**config.mk**
```make
export PLATFORM = sky130hd
export DESIGN_NAME = fifo_wr_arbiter
export DESIGN_NICKNAME = d
export VERILOG_FILES = /design/src/rtl/fifo_wr_arbiter.sv
export SDC_FILE = /design/constraint.sdc
export NUM_CORES = 1
export LEC_CHECK = 0
export ABC_AREA = 1
export ABC_CLOCK_PERIOD_IN_PS = 1870
export CAP_MARGIN = 20
export CORE_UTILIZATION = 43
export DETAILED_ROUTE_END_ITERATION = 12
export GPL_TIMING_DRIVEN = 1
export PLACE_DENSITY = 0.79
export SLEW_MARGIN = 25
export SYNTH_ARGS = -nofsm -noshare
export SYNTH_HDL_FRONTEND = slang
export SYNTH_SLANG_ARGS = --single-unit
```
**constraint.sdc**
```tcl
create_clock -name CLK -period 1.87 [get_ports CLK]
set_input_delay 0.374 -clock CLK [delete_from_list [all_inputs] [get_ports CLK]]
set_output_delay 0.374 -clock CLK [all_outputs]
set_load 0.02 [all_outputs]
```
**src/rtl/fifo_wr_arbiter.sv**
```systemverilog
// Round-robin arbiter sharing one FIFO write port between two producers.
// Bursts are capped at BURST_LEN words; FULL stalls the granted requester.
module fifo_wr_arbiter #(
  parameter int DATA_W    = 8,
  parameter int BURST_LEN = 16
) (
  input  logic              CLK,
  input  logic              RST,
  input  logic              REQ0,
  input  logic [DATA_W-1:0] DIN0,
  output logic              ACK0,
  input  logic              REQ1,
  input  logic [DATA_W-1:0] DIN1,
  output logic              ACK1,
  input  logic              FIFO_FULL,
  output logic              FIFO_WE_N,
  output logic [DATA_W-1:0] FIFO_DIN,
  output logic [1:0]        GNT_ID
);

  typedef enum logic [1:0] {
    IDLE = 2'd0,
    G0   = 2'd1,
    G1   = 2'd2
  } state_e;

  localparam logic [7:0] BURST_LAST = 8'(BURST_LEN - 1);

  state_e     state_q, state_d;
  logic       last_q, last_d;
  logic [7:0] bcnt_q, bcnt_d;

  logic in_g0, in_g1;
  logic gnt_req, oth_req;
  logic accept, burst_end;

  assign in_g0 = (state_q == G0);
  assign in_g1 = (state_q == G1);

  assign gnt_req = (in_g0 & REQ0) | (in_g1 & REQ1);
  assign oth_req = (in_g0 & REQ1) | (in_g1 & REQ0);

  assign accept    = gnt_req & ~FIFO_FULL;
  assign burst_end = accept & (bcnt_q == BURST_LAST);

  always_ff @(posedge CLK) begin
    if (RST) begin
      state_q <= IDLE;
      last_q  <= 1'b1;
      bcnt_q  <= 8'd0;
    end else begin
      state_q <= state_d;
      last_q  <= last_d;
      bcnt_q  <= bcnt_d;
    end
  end

  always_comb begin
    state_d = state_q;
    last_d  = last_q;
    bcnt_d  = bcnt_q;
    unique case (state_q)
      IDLE: begin
        if (REQ0 && REQ1) begin
          state_d = last_q ? G0 : G1;
        end else if (REQ0) begin
          state_d = G0;
        end else if (REQ1) begin
          state_d = G1;
        end
      end
      G0, G1: begin
        // A dropped request wins over a same-cycle count end (no write).
        if (!gnt_req || burst_end) begin
          last_d = in_g1;
          bcnt_d = 8'd0;
          if (oth_req) begin
            state_d = in_g0 ? G1 : G0;
          end else if (burst_end) begin
            state_d = state_q;
          end else begin
            state_d = IDLE;
          end
        end else if (accept) begin
          bcnt_d = bcnt_q + 8'd1;
        end
      end
      default: begin
        state_d = IDLE;
      end
    endcase
  end

  assign ACK0      = ~RST & accept & in_g0;
  assign ACK1      = ~RST & accept & in_g1;
  assign FIFO_WE_N = RST | ~accept;
  assign FIFO_DIN  = in_g1 ? DIN1 : DIN0;
  assign GNT_ID    = RST ? 2'b00 : {in_g1, in_g0};

endmodule

```
**After elaboration in Yosys (flattened, before gate mapping)**

Index checks and enable logic that the tools add are counted.

- Flip-flop bits (word level): 11
- Latch bits: 0
- Bits in writable memories: 0
- Bits in read-only memories: 0
- Input port bits: 21
- Logic and storage cells: 47
- Memories kept: 0

- Add/sub/neg operators: 1
- Multiply operators: 0
- Div/mod/pow operators: 0
- Magnitude comparators: 0
- Equality and inequality tests: 6
- Shift-type cells: 0
- Mux-type cells: 13
- Bitwise logic cells: 15
- Reductions and logical operators: 9

Operators with widths:

| cell | number |
|---|---|
| $mux W8 | 3 |
| $mux W2 | 9 |
| $and A1 B1 Y1 | 9 |
| $add A8 B1 Y8 const B | 1 |
| $eq A8 B4 Y1 const B | 1 |
| $ne A4 B4 Y1 const B | 1 |
| $pmux W2 S2 | 1 |
| $reduce_and A2 Y1 | 2 |
| $ne A3 B3 Y1 const B | 1 |
| $not A1 Y1 | 3 |
| $or A1 B1 Y1 | 3 |
| $reduce_and A3 Y1 | 1 |
| $eq A2 B1 Y1 const B | 1 |
| $eq A2 B2 Y1 const B | 1 |
| $logic_not A2 Y1 | 1 |
| $ne A2 B2 Y1 const B | 1 |
| $reduce_bool A2 Y1 | 1 |
| $reduce_or A2 Y1 | 1 |
| $logic_and A1 B1 Y1 | 1 |
| $logic_not A1 Y1 | 1 |
| $logic_or A1 B1 Y1 | 1 |

**Logic depth before layout (Yosys ltp)**

- Depth in word-level cells: 9
- Mapped depth: 11
- Mapped depth without buffers: 10

**Worst setup path before layout**

No wires, ideal clock.

- Path kind: reg-to-output
- Start: reg state_q[1]
- End: out ACK0
- Arrival: 1337 ps
- Required time: 1496 ps
- Path slack: 159 ps
- Cell stages (with the launch flop): 7
- Cells stage by stage: dfxtp_1 > inv_1 > ha_1 > nand2_2 > a21oi_2 > nand2_1 > nor2_1

- Longest elaborated chain between the ends: 6

RTL lines:

| element | line | source |
|---|---|---|
| start, declared | 29 | `state_e state_q, state_d;` |
| start signal, assigned | 52 | `state_q <= state_d;` |
| $eq A2 B1 Y1 / $eq A2 B2 Y1 (equally long branches) | 37, 38 |  |
| $and A1 B1 Y1 | 40 | `assign gnt_req = (in_g0 & REQ0) \| (in_g1 & REQ1);` |
| $or A1 B1 Y1 | 40 |  |
| $and A1 B1 Y1 | 43 | `assign accept = gnt_req & ~FIFO_FULL;` |
| $and A1 B1 Y1 | 94 | `assign ACK0 = ~RST & accept & in_g0;` |
| $and A1 B1 Y1 * | 94 |  |
| end, declared | 11 | `output logic ACK0,` |

Every way passes the cells marked *; elsewhere a longest branch is shown, timed or not.

**Final worst setup path**

- Start: in REQ0
- End: out ACK0

- Longest elaborated chain between the ends: 5

RTL lines:

| element | line | source |
|---|---|---|
| start, declared | 9 | `input logic REQ0,` |
| $and A1 B1 Y1 | 40 |  |
| $or A1 B1 Y1 | 40 |  |
| $and A1 B1 Y1 | 43 |  |
| $and A1 B1 Y1 (2 in series) | 94 |  |

No other way between the ends.

==> out/qor.yml <==
hold_path:
  hold_class: "reg2reg"
floorplanning:
  ioPinCount: 34
  die_width_um: 46.9
  coreArea_um2: 1800
  start_util: 0.482
  rows: 15
  die-area_um2: 2200
  die_h_um: 46.9
critical_path:
  path_max_fanout: 3
  path_class: "in2out"
  cp-end-kind: "output port"
  worst-endpoint-required_ns: 1.50
  critical_path_arrival_ns: 1.44
  critPathLaunchType: "primary input"
grt:
  antenna_found_initial: 0
  gr-total-overflow: 0
  grt_pass1_vias: 929
  grt.total_usage: 0.233
  grt_pass1_wl_mm: 3.57
  grt_max_degree: 13
sta:
  finalMaxSlewViolations: 0
  hold_violations: 0
  worst_pin_slew_ns: 0.281
  fin_crit_sh: 0.969
  clock.fmax_mhz: 552
  rsz0062_at_grt: "true"
  holdWs_ns: 0.524
  relSlewSlack: 0.812
  fin_crit_ns: 1.81
  clock_skew_ns: 0.00815
  finalSetupViolations: 0
clock_network:
  numCtsBuffers: 3
  cts_root_buffer: "clkbuf_4"
  clock-sinks: 11
  worstSkewPairLatency_ns: 0.27
  clk_pin_slew_worst_paths_ns: 0.07
  cts_tree: "yes"
  cts-htree-levels: 1
  cts_buffer_depth: 2
logic_synthesis:
  synth_nets: 162
  ys_warn_count: 0
  synth-seq-cells: 11
  synth-seq-area-share: 0.254
  postSynthAreaPerCell_um2: 6.38
  netlist_area_um2: 868
  synth_cells: 136
  synth_cell_type_count: 24
placed_design:
  place_congestion: 0.787
  io_buffers: 33
  dp_hpwl_mm: 1.84
  dp.cells: 205
cells_and_area:
  diodes: 0
  drive_gt1_frac: 0.286
  final_common_cell: "nand2_1"
  area_growth_pct: 50.7
  stdcell_count: 210
  mostFrequentLayoutCells: "nand2_1, nor2_1, clkdlybuf4s50_1, buf_4, inv_1"
  num-nets-final: 212
detailed_routing:
  drtIter0Drc: 8
  wirelength_mm: 2.18
  vias: 995
  drc_errors: 0
  viasPerCell: 4.74
  first_pass_iters: 4
  ant_nets: 0
  wl_per_cell_um: 10.4
power_and_ir_drop:
  ir_worst_vdd_mv: 0.873
  cellPowerDensity_nw_per_um2: 1130
  p_leak_nw: 0.613
run:
  max-cap-violations: 0
outcome:
  status: "finished clean"
[path summary, 6_finish.rpt]
path	startpoint	to	slack, ns	cells after the start
worst max-delay path	REQ0	ACK0	0.06	6
worst min-delay path	last_q	last_q	0.52	2
worst max register to register	state_q[0]	bcnt_q[5]	0.23	11
worst min register to register	last_q	last_q	0.52	2
[sequential cells by signal (all words and copies together), names as in the netlist]
register  count
bcnt_q        8
last_q        1
state_q       2
[per-stage QoR]
step | utilization | total power, W | instance area [µm²] | setup slack [ns] | setup TNS, ns
floorplan | - | 0.000975 | 868 | 0.159 | 0
global placement | 0.728 | 0.00132 | 1310 | -0.390 | -2.76
detailed placement | 0.728 | 0.00134 | 1310 | -0.408 | -2.89
CTS | 0.742 | 0.00150 | 1340 | 0.0157 | 0
global route | 0.726 | 0.00161 | 1310 | -0.0403 | -0.0420
finish | 0.726 | 0.00148 | 1310 | 0.0581 | 0
[power by group]
part	switching (W)	total, W	internal, W
clock network	0.0000850	0.000168	0.0000827
logic	0.000604	0.000993	0.000388
registers	0.0000386	0.000317	0.000279
total	0.000728	0.00148	0.000749
[final cells by class]
class                   instances  area, µm²
clock buffers                   4       26.3
fillers                       164        493
inverters                      15       58.8
multi-input cells             107        584
flip-flops and latches         11        221
well taps                      25       31.3
repair buffers                 48        387
[per-layer routing]
metal  track usage  vias to the layer above  part of all wire
met4        0.0857                        0             0.016
met5             0                        -                 0
met2         0.450                       25              0.54
met1         0.242                      442              0.41
met3        0.0500                        5             0.036
li1              -                      523                 -
[synth_stat cells, drive strengths merged]
cell / instances / area, µm²
nand2: 50 / 213
buf: 2 / 18.8
o21ai: 5 / 25.0
inv: 15 / 56.3
nor3: 6 / 40.0
ha: 5 / 62.6
nand3: 8 / 50.1
a21oi: 4 / 23.8
nor2: 21 / 86.3
clkbuf: 1 / 3.75
nand4: 3 / 18.8
xnor2: 2 / 17.5
nor3b: 3 / 32.5
dfxtp: 11 / 220
[kinds of logic after synthesis]
logic type | synth area share
AOI/OAI and AO/OA | 0.0562
xor gates and xnor gates | 0.0202
adders and majority gates | 0.0720
buffers and inverters | 0.0908
DFF | 0.254
and+or+nand+nor | 0.507
[worst max-delay path, stage by stage]
cell and delay (ns):
clkdlybuf4s50_1 0.50, nand2_2 0.08, a21oi_2 0.16, nand2_1 0.09
nor2_1 0.09, buf_4 0.14
[what timing repair did]
action                                  4_1_cts  5_1_grt
hold buffers                                  0        0
resized for setup                            35       15
pin swaps                                     0        2
endpoints found under the setup margin       13       11
gates cloned                                  0        0
buffers inserted                              0        1
hold endpoints to repair                      0        0
Power figures use the tool's default switching activity.
